File: src/rtl/mp_add_seq_pkg.sv
// mp_add_seq_pkg: shared FSM encoding and index-width helper for the multi-precision sequencer
package mp_add_seq_pkg;
  typedef enum logic [1:0] {IDLE = 2'd0, RUN = 2'd1, DONE = 2'd2} state_t;
  function automatic int clog2(input int v);
    int r;
    for (r = 0; (1 << r) < v; r++) ;
    return r;
  endfunction
endpackage

File: src/rtl/mp_add_seq_rca_word.sv
// rca_word: N-bit ripple-carry adder built from a chain of full adders
module rca_word #(
  parameter int N = 8
) (
  output logic         carry_out,
  output logic [N-1:0] sum_out,
  input  logic [N-1:0] a,
  input  logic [N-1:0] b,
  input  logic         carry_in
);
  logic [N:0] c;
  assign c[0] = carry_in;
  assign carry_out = c[N];
  for (genvar i = 0; i < N; i++) begin : g_fa
    assign sum_out[i] = a[i] ^ b[i] ^ c[i];
    assign c[i+1] = (a[i] & b[i]) | (c[i] & (a[i] ^ b[i]));
  end
endmodule

File: src/rtl/mp_add_seq.sv
// mp_add_seq: word-serial WORDS*N-bit add/subtract through one shared N-bit ripple adder
module mp_add_seq
  import mp_add_seq_pkg::*;
#(
  parameter int N     = 8,
  parameter int WORDS = 4
) (
  input  logic             clk,
  input  logic             rst_n,
  input  logic             start,
  input  logic             sub,
  input  logic [N*WORDS-1:0] a,
  input  logic [N*WORDS-1:0] b,
  input  logic             carry_in,
  output logic             busy,
  output logic             done,
  output logic [N*WORDS-1:0] sum_out,
  output logic             carry_out,
  output logic             overflow
);
  localparam int IW = clog2(WORDS);
  state_t state, state_nx;
  logic [IW-1:0] idx;
  logic [N*WORDS-1:0] la, lb;
  logic sub_l, cr, co, last, acc;
  logic [N-1:0] aw, bw, s;
  assign aw = la[int'(idx)*N +: N];
  assign bw = lb[int'(idx)*N +: N] ^ {N{sub_l}};
  assign busy = state == RUN;
  assign done = state == DONE;
  rca_word #(.N(N)) u_rca (
    .carry_out(co),
    .sum_out  (s),
    .a        (aw),
    .b        (bw),
    .carry_in (cr)
  );
  // next state: RUN ends on the last word; IDLE and DONE both accept a new start
  always_comb begin
    last = idx == IW'(WORDS - 1);
    acc = !busy && start;
    state_nx = busy ? (last ? DONE : RUN) : (start ? RUN : IDLE);
  end
  // state register
  always_ff @(posedge clk or negedge rst_n)
    if (!rst_n) state <= IDLE;
    else state <= state_nx;
  // operand latch on accept, then one result word and carry per RUN cycle
  always_ff @(posedge clk or negedge rst_n)
    if (!rst_n) begin
      idx <= '0;
      la <= '0;
      lb <= '0;
      sub_l <= 1'b0;
      cr <= 1'b0;
      sum_out <= '0;
      carry_out <= 1'b0;
      overflow <= 1'b0;
    end else if (acc) begin
      la <= a;
      lb <= b;
      sub_l <= sub;
      cr <= sub | carry_in;
      idx <= '0;
    end else if (busy) begin
      sum_out[int'(idx)*N +: N] <= s;
      cr <= co;
      if (last) begin
        carry_out <= co;
        overflow <= (aw[N-1] == bw[N-1]) && (s[N-1] != aw[N-1]);
      end else idx <= idx + 1'b1;
    end
endmodule

File: config.mk
export PLATFORM = sky130hd
export DESIGN_NAME = mp_add_seq
export DESIGN_NICKNAME = d
export VERILOG_FILES = /design/src/rtl/mp_add_seq_pkg.sv /design/src/rtl/mp_add_seq_rca_word.sv /design/src/rtl/mp_add_seq.sv
export SDC_FILE = /design/constraint.sdc
export NUM_CORES = 1
export LEC_CHECK = 0
export BUFFER_PORTS_ARGS = -buffer_cell sky130_fd_sc_hd__buf_4
export CAP_MARGIN = 20
export CORE_ASPECT_RATIO = 1.75
export CORE_UTILIZATION = 26
export DETAILED_ROUTE_END_ITERATION = 10
export GPL_ROUTABILITY_DRIVEN = 0
export GPL_TIMING_DRIVEN = 0
export MAX_ROUTING_LAYER = met4
export PLACE_DENSITY = 0.54
export SKIP_LAST_GASP = 1
export SYNTH_ARGS = -nofsm -noshare
export SYNTH_HDL_FRONTEND = slang
export SYNTH_SLANG_ARGS = --single-unit
export TNS_END_PERCENT = 100
File: constraint.sdc
create_clock -name clk -period 4.4 [get_ports clk]
set_input_delay 0.44 -clock clk [delete_from_list [all_inputs] [get_ports clk]]
set_output_delay 0.44 -clock clk [all_outputs]
set_load 0.005 [all_outputs]
==> results.cfg, run 1 <==
[synthesis]
syn_inst = 298
yosysTopAreaCell = dfrtp_1
synth.top_cell.area_share_pct = 56.4
yosysWarnings = 0
netlist-cell-type-count = 29
synth_ff_type = dfrtp_1
syn_area_sq_um = 4610
synth.area.top_cells = dfrtp_1, mux2_2, mux4_2
synth-seq-cells = 104
synth_edf_count = 0
syn_avg_cell_area_sq_um = 15.5
synth_nets = 381
synthArstFlopShare_pct = 100
ys_seq_area_share_pct = 56.4

[grt]
grt_util_all_layers_pct = 14.2
grt_pass1_wl_um = 18000
grt_max_degree = 59
grt_pass1_vias = 3251
globalRoute.totalOverflow = 0
antenna_found_initial = 0

[pwr]
p_sw_share_pct = 37.7
internal_power_uw = 3420
switchingPower_uw = 2070
cellPowerDensity_nw_per_um2 = 892
pwr-share-clk_pct = 14.8
peakVddDrop_uv = 454
combPwrFrac_pct = 56.0
seqPwrFrac_pct = 29.2
power.leakage_uw = 0.00279

[critical_path]
crit_type = flip-flop to flip-flop
cp-end-kind = flip-flop
cp.required_ps = 4650
arrival_ps = 4850
critPathMaxFanout = 4
setup.worst_path.start_class = flip-flop

[route]
firstDrtPassIters = 5
ant_nets = 0
dr_total_vias = 2890
drtIter0Drc = 99
routed_via_density = 4.41
wl_um = 11700
remaining_drc_errors = 0
wire_per_inst_um = 17.8

[cts]
clock_sinks = 104
cts_tree = built
clk-insertion-delay-late_ps = 340
clock_path_buffers = 2
htreeDepth = 3
numCtsBuffers = 9
cts.clk_slew.worst_paths_ps = 70
cts-root-buf = clkbuf_16
hold_buffers = 0

[sta]
finalHoldViolCount = 0
max_freq_mhz = 217
rsz0062_at_grt = yes
fin_ws_ps = -199
worstMarginPinSlew_ps = 630
slew_violations = 0
period_needed_ps = 4600
hold_slack_ps = 112
relSlewSlack_pct = 58.0
fin_tns_setup_ps = -520
skew_ps = 7.29
finalCritPeriodShare_pct = 105
finalSetupViolCount = 5

[die]
core_sq_um = 17500
start_util_pct = 26.4
design.die.area_sq_um = 18300
die_w_um = 103
io_pins = 105
die_h_um = 178
placementRows = 64

[cells_and_area]
syn_to_final_growth_pct = 33.4
finalInstanceArea_sq_um = 6150
mostFrequentLayoutCell = buf_4
mostFrequentLayoutCells = buf_4, dfrtp_1, mux2_2, a22o_1, mux4_2
fin_util_pct = 35.2
nNetsFinal = 503
n_antenna_cell = 0
drive_gt1_share_pct = 55.8

[run_status]
failed_checks = negative setup slack
status = finished with violations

[job]
maxCapViolCount = 0

[place]
placed_cell_area_sq_um = 5730
dp_hpwl_um = 9140
portBuffers = 104

[worst_hold_path]
hold_class = input port to async pin
[cells by family (layout without fill, tap and decap cells)]
| kind of cell | count (synthesis) | in the layout | synth area share (%) |
|---|---|---|---|
| flops | 104 | 104 | 56.4 |
| mux | 82 | 82 | 23.9 |
| compound gates | 38 | 38 | 6.89 |
| buf+inv | 27 | 154 | 2.98 |
| simple gates | 24 | 24 | 2.93 |
| fa+ha+maj | 14 | 14 | 5.10 |
| xor+xnor | 9 | 9 | 1.71 |
[layout make-up]
class / instances / area [sq um]
Sequential cell: 104 / 2600
Tap cell: 231 / 289
Inverter: 9 / 33.8
Fill cell: 1764 / 11300
Multi-Input combinational cell: 167 / 1930
Clock inverter: 4 / 51.3
Clock buffer: 12 / 256
Buffer: 18 / 128
Timing Repair Buffer: 111 / 857
[power groups by stage]
stage               combinational [uW]  sequential (uW)  clock (uW)
floorplan                         1960             1560           0
global placement                  2790             1600           0
detailed placement                2860             1620           0
CTS                               3090             1600         842
global route                      3340             1660         876
finish                            3070             1600         813
[per-stage QoR]
step           total power (uW)  instances  worst slack (ps)
2_1_floorplan              3520        298              -126
3_3_place_gp               4390        633              -554
3_5_place_dp               4490        634              -551
4_1_cts                    5540        655              -231
5_1_grt                    5880        656              -346
6_report                   5490        656              -199
[metal layers]
metal	vias to the layer above	share of wire, %	track usage (%)
li1	1335	-	-
met1	1474	36	14.8
met2	69	59	26.4
met3	12	3.0	1.96
met4	0	2.0	5.48
met5	-	0	-
[worst paths after layout]
check	startpoint	end	slack (ps)	cells after the start
worst max-delay path	idx[0]	overflow	-200	15
worst min-delay path	rst_n	la[21]	110	1
worst max register to register	idx[0]	overflow	-200	15
worst min register to register	carry_out	carry_out	490	2
max in group asynchronous	rst_n	lb[30]	3560	2
min in group clk	b[24]	lb[24]	330	2
[worst max-delay path, stage by stage (launching register included)]
cell and delay [ps]:
dfrtp_1 360, buf_6 130, buf_12 100, mux4_2 540, xor2_2 180, fa_2 370, fa_2 350, fa_2 340
fa_2 340, fa_2 370, fa_2 340, inv_2 60, fa_2 200, fa_2 460, xor2_1 190, o31ai_2 170
[synth_stat cells (3+ instances only)]
cell type	count
clkbuf_1	6
mux4_2	16
a22o_1	25
buf_4	6
dfrtp_1	104
ha_1	6
nor2_1	3
fa_1	8
nand2_1	8
xor2_1	8
o21ai_0	5
inv_1	8
buf_2	5
o2bb2ai_1	6
mux2_2	66
[flip-flops by register name, indices dropped and copies added, names as in the netlist]
| signal | count |
|---|---|
| cr | 1 |
| state | 2 |
| idx | 2 |
| overflow | 1 |
| carry_out | 1 |
| la | 32 |
| lb | 32 |
| sub_l | 1 |
| sum_out | 32 |
[what timing repair did]
item                                    in CTS  in global routing
endpoints found under the setup margin      10                  6
buffers inserted                             5                  1
gates resized for setup                     15                  2
pin swaps                                    3                  1
Power figures use the tool's default switching activity.
==> inputs of run 2 (changes only) <==
ABC_AREA = 1   (was default)
SLEW_MARGIN = 20   (was default)
==> run 2 against run 1 <==
Compared with the run above: fmax up 5.8%; critical path depth up 4; clock skew up 0.99 ps; critical endpoint is now sum_out[31]; non-clock buffer count up 18; sequential cell count unchanged; first-iteration DRC count up 71%; highest routed layer unchanged; sequential share of layout area down 2.7 points; worst hold slack better by 91 ps; setup slack better by 250 ps; register-to-register slack better by 250 ps; the flow now finishes without violations; utilization up 0.098 points.
==> results.cfg, run 2 <==
[sta]
rsz0062_at_grt = yes
finalHoldViolCount = 0
finalSetupViolCount = 0
period_needed_ps = 4350
fin_ws_ps = 54.4
slew_violations = 0
worstMarginPinSlew_ps = 946
skew_ps = 8.27
fin_tns_setup_ps = 0
max_freq_mhz = 230
finalCritPeriodShare_pct = 98.8
relSlewSlack_pct = 37.0

[route]
ant_nets = 0
routed_via_density = 4.41
wire_per_inst_um = 15.3
wl_um = 14500
remaining_drc_errors = 0
firstDrtPassIters = 4
drtIter0Drc = 169
dr_total_vias = 4205

[place]
portBuffers = 104
dp_hpwl_um = 11000
pre_cts_slack_ps = -407

[synthesis]
syn_inst = 581
synth_top_family_by_area = simple AND/OR/NAND/NOR gates
synth_common_cells = nand2_1, dfrtp_1, o21ai_0, nand3_1, nor2_1
synth.top_cell.area_share_pct = 52.6
synth-compound-area-share_pct = 7.01
synth-simple-area-share_pct = 28.5
synth-seq-cells = 104
synth.area.top_cells = dfrtp_1, nand2_1, o21ai_0
yosysWarnings = 0
synthArstFlopShare_pct = 100
netlist-cell-type-count = 28
yosysTopAreaCell = dfrtp_1
synth_adder_area_share_pct = 4.76
syn_area_sq_um = 4950
synthMuxAreaShare_pct = 0
synth_xor_area_share_pct = 1.42
synth_edf_count = 0
synth_ff_type = dfrtp_1
synth_nets = 664
ys_seq_area_share_pct = 52.6
syn_avg_cell_area_sq_um = 8.51
synth.most_common_cell = nand2_1

[die]
die_h_um = 184
core_sq_um = 18600
placementRows = 66
start_util_pct = 26.6
io_pins = 105
die_w_um = 106
design.die.area_sq_um = 19600

[cells_and_area]
syn_to_final_growth_pct = 32.7
mostFrequentLayoutCells = nand2_1, buf_4, dfrtp_1, o21ai_0, nand3_1
n_antenna_cell = 0
drive_gt1_share_pct = 28.1
mostFrequentLayoutCell = nand2_1
nNetsFinal = 793
reg_top3 = la x32, lb x32, sum_out x32

[pwr]
switchingPower_uw = 2620
internal_power_uw = 3260
pwr-share-clk_pct = 14.7
p_sw_share_pct = 44.6
peakVddDrop_uv = 564
combPwrFrac_pct = 57.9
power.leakage_uw = 0.00340
cellPowerDensity_nw_per_um2 = 896
seqPwrFrac_pct = 27.4

[grt]
grt_pass1_wl_um = 22500
antenna_found_initial = 0
grt_pass1_vias = 4321
grt_max_degree = 105
grt_util_all_layers_pct = 15.9
globalRoute.totalOverflow = 0

[critical_path]
cp.required_ps = 4680
arrival_ps = 4630
cp-end-kind = flip-flop
setup.worst_path.start_class = flip-flop
crit_start = idx[0]
crit_type = flip-flop to flip-flop
critPathMaxFanout = 6
r2r_start = idx[0]

[cts]
hold_buffers = 0
htreeDepth = 3
cts_tree = built
cts-root-buf = clkbuf_16
clock_sinks = 104
cts.clk_slew.worst_paths_ps = 70
numCtsBuffers = 9
clk-insertion-delay-late_ps = 350
clock_path_buffers = 2

[job]
maxCapViolCount = 0

[run_status]
status = finished, final reports clean

[worst_hold_path]
hold_class = input port to async pin
==> run 2: final timing paths <==
kind | to | slack (ps) | depth (start not counted)
hold / removal | sum_out[5] | 200 | 1
hold reg to reg | la[18] | 480 | 2
setup / recovery | sum_out[31] | 50 | 19
max in group asynchronous | idx[1] | 3530 | 1
min in group clk | lb[2] | 280 | 3
setup reg to reg | sum_out[31] | 50 | 19
==> run 2: metal layers <==
layer | wire length [um] | GRT usage (%)
met3 | 390 | 2.16
met2 | 7950 | 28.9
met5 | 0 | -
met4 | 523 | 7.17
met1 | 5680 | 16.8
==> run 2: power by group through the flow <==
stage / registers, uW / clock network, uW / logic, uW
3_5_place_dp: 1630 / 0 / 2990
4_1_cts: 1610 / 882 / 3250
3_3_place_gp: 1620 / 0 / 2970
5_1_grt: 1650 / 928 / 3750
6_report: 1610 / 865 / 3410
2_1_floorplan: 1550 / 0 / 1900
==> run 2: area by class of cell <==
cell class / instances / area [sq um]
Multi-Input combinational cell: 431 / 2150
Clock buffer: 9 / 225
Sequential cell: 104 / 2600
Timing Repair Buffer: 118 / 890
Inverter: 17 / 71.3
Clock inverter: 7 / 95.1
Buffer: 29 / 229
Tap cell: 238 / 298
Fill cell: 1995 / 12000
==> run 2: worst max-delay path, stage by stage (launching register included) <==
cell and delay, ps:
dfrtp_1 390, buf_6 150, inv_8 70, buf_6 110
nand2_2 50, nand3_2 70, nand2_1 70, xor2_1 160
fa_2 350, fa_2 350, fa_2 350, fa_2 350
fa_2 350, fa_2 340, inv_2 70, fa_2 210
fa_2 480, nor2_4 150, nand2_2 80, o21ai_1 120
==> run 2: what timing repair did <==
action	in CTS	in global routing
setup endpoints to repair	9	7
resized for setup	13	23
pin swaps	4	6
buffers inserted	11	3
==> run 2: kinds of logic after synthesis <==
| kind of cell | after synthesis |
|---|---|
| adders and majority gates | 14 |
| and+or+nand+nor | 343 |
| xor gates and xnor gates | 8 |
| DFF | 104 |
| AOI/OAI and AO/OA | 66 |
| buffers and inverters | 46 |
==> run 2: stage by stage <==
step	hold slack [ps]	instances	power, uW	util (%)	cell area (sq um)
after floorplan	144	581	3450	-	4950
after global placement	460	923	4600	32.4	6020
after detailed placement	460	923	4620	32.4	6030
after CTS	262	950	5740	34.8	6470
after global routing	283	953	6330	35.3	6570
final	203	953	5880	35.3	6570
==> inputs of run 3 (changes only) <==
--- a/config.mk
+++ b/config.mk
@@ -16,4 +16,5 @@
 export MAX_ROUTING_LAYER = met4
 export PLACE_DENSITY = 0.54
+export SETUP_SLACK_MARGIN = 0.4
 export SKIP_LAST_GASP = 1
 export SLEW_MARGIN = 20
==> constraint.sdc (replaced) <==
create_clock -name clk -period 4.4 [get_ports clk]
set_input_delay 0.44 -clock clk [delete_from_list [all_inputs] [get_ports clk]]
set_output_delay 0.44 -clock clk [all_outputs]
set_load 0.05 [all_outputs]
==> run 3 against run 2 <==
Compared with the run above: cell count increased by 0.10%; sequential power about the same; routed wire length increased by 1.6%; sequential cell count is the same; die area stayed put; critical endpoint is now sum_out[15].
==> results.cfg, run 3 (same netlist as run 2, synthesis figures left out) <==
[run_status]
status = finished, final reports clean

[cells_and_area]
seq_area_sq_um = 2600
syn_to_final_growth_pct = 32.6
multi_input_area_sq_um = 2150
n_antenna_cell = 0
drive_gt1_share_pct = 28.4
mostFrequentLayoutCells = nand2_1, buf_4, dfrtp_1, o21ai_0, nand3_1
reg_top3 = la x32, lb x32, sum_out x32
mostFrequentLayoutCell = nand2_1
nNetsFinal = 795
finalInstanceArea_sq_um = 6560
final.fill_count = 1988

[critical_path]
critPathMaxFanout = 5
slowest_stage = fa_2
path_buf_inv = 4
cp_slowest_stage_delay_ps = 470
cp.required_ps = 4670
r2r_start = idx[0]
cp-end-kind = flip-flop
setup.worst_path.start_class = flip-flop
crit_chain = buf_6 -> inv_8 -> buf_6 -> nand2_2 -> nand3_2 -> nand2_2 -> xor2_2 -> fa_2 -> fa_2 -> fa_2 -> fa_2 -> fa_2 -> fa_2 -> inv_2 -> fa_2 -> fa_2 -> nor2_2 -> nand2_2 -> o21ai_2
crit_start = idx[0]
arrival_ps = 4650
crit_family = adder cells
crit_type = flip-flop to flip-flop
crit_path_frequent_cell = fa_2

[die]
core_sq_um = 18600
design.die.area_sq_um = 19600
die_h_um = 184
io_pins = 105
die_w_um = 106
start_util_pct = 26.6
placementRows = 66

[cts]
htreeDepth = 3
hold_buffers = 0
cts.clk_slew.worst_paths_ps = 80
clock_sinks = 104
cts-root-buf = clkbuf_16
numCtsBuffers = 9
clk-insertion-delay-late_ps = 350
cts_tree = built
clock_path_buffers = 2

[job]
maxCapViolCount = 0

[route]
dr_total_vias = 4185
routed_via_density = 4.39
remaining_drc_errors = 0
wire_per_inst_um = 15.5
ant_nets = 0
drtIter0Drc = 217
firstDrtPassIters = 4
wl_um = 14800

[grt]
grt_util_all_layers_pct = 16.3
grt_max_degree = 105
grt_pass1_vias = 4367
grt_pass1_wl_um = 23300
antenna_found_initial = 0
globalRoute.totalOverflow = 0

[place]
dp_hpwl_um = 11100
portBuffers = 104
pre_cts_slack_ps = -180
placed_cell_area_sq_um = 6050

[pwr]
internal_power_uw = 3190
peakVddDrop_uv = 512
p_sw_share_pct = 48.1
pwr-share-clk_pct = 13.2
combPwrFrac_pct = 60.5
power.leakage_uw = 0.00340
seqPwrFrac_pct = 26.2
cellPowerDensity_nw_per_um2 = 937
switchingPower_uw = 2960
finalPower_uw = 6150

[worst_hold_path]
hold_class = input port to async pin

[sta]
skew_ps = 11.7
finalHoldViolCount = 0
finalCritPeriodShare_pct = 99.5
worstMarginPinSlew_ps = 968
slew_violations = 0
relSlewSlack_pct = 35.4
fin_ws_ps = 20.2
max_freq_mhz = 228
rsz0062_at_grt = yes
finalSetupViolCount = 0
period_needed_ps = 4380
[run 3: final cells by class]
| class | count | share of cell area, % |
|---|---|---|
| flip-flops and latches | 104 | 39.7 |
| multi-input cells | 431 | 32.8 |
| repair buffers | 120 | 13.8 |
| well taps | 238 | 4.54 |
| clock buffers | 10 | 3.64 |
| plain buffers | 29 | 3.61 |
| inverters | 17 | 1.09 |
| clock inverters | 5 | 0.858 |
[run 3: final timing paths]
kind	endpoint	slack, ps	cells after the start
min in group clk	lb[29]	290	3
worst min-delay path	sum_out[19]	210	1
max in group asynchronous	lb[17]	3520	1
worst min register to register	la[21]	480	2
worst max-delay path	sum_out[15]	20	19
worst max register to register	sum_out[15]	20	19
[run 3: power groups by stage]
| stage | sequential [uW] | combinational [uW] | clock [uW] |
|---|---|---|---|
| 6_report | 1610 | 3720 | 814 |
| 5_1_grt | 1650 | 4110 | 864 |
| 4_1_cts | 1620 | 3720 | 831 |
| 3_5_place_dp | 1640 | 3470 | 0 |
| 3_3_place_gp | 1630 | 3410 | 0 |
| 2_1_floorplan | 1870 | 1990 | 0 |
[run 3: per-layer routing]
metal	wire (um)	GRT usage (%)
met5	0	-
met4	298	6.28
met3	307	1.52
met2	8450	30.8
met1	5720	17.2
[run 3: through the flow]
step / utilization (%) / hold slack (ps) / std cells / setup TNS [ps]
floorplan: - / 144 / 581 / 0
global placement: 32.5 / 460 / 923 / -380
detailed placement: 32.5 / 461 / 923 / -495
CTS: 35.1 / 268 / 951 / 0
global route: 35.3 / 278 / 954 / -269
finish: 35.3 / 206 / 954 / 0
[run 3: timing repair]
| item | CTS | global route |
|---|---|---|
| gates resized for setup | 23 | 6 |
| pin swaps | 9 | 7 |
| endpoints found under the setup margin | 11 | 11 |
| buffers inserted | 13 | 3 |
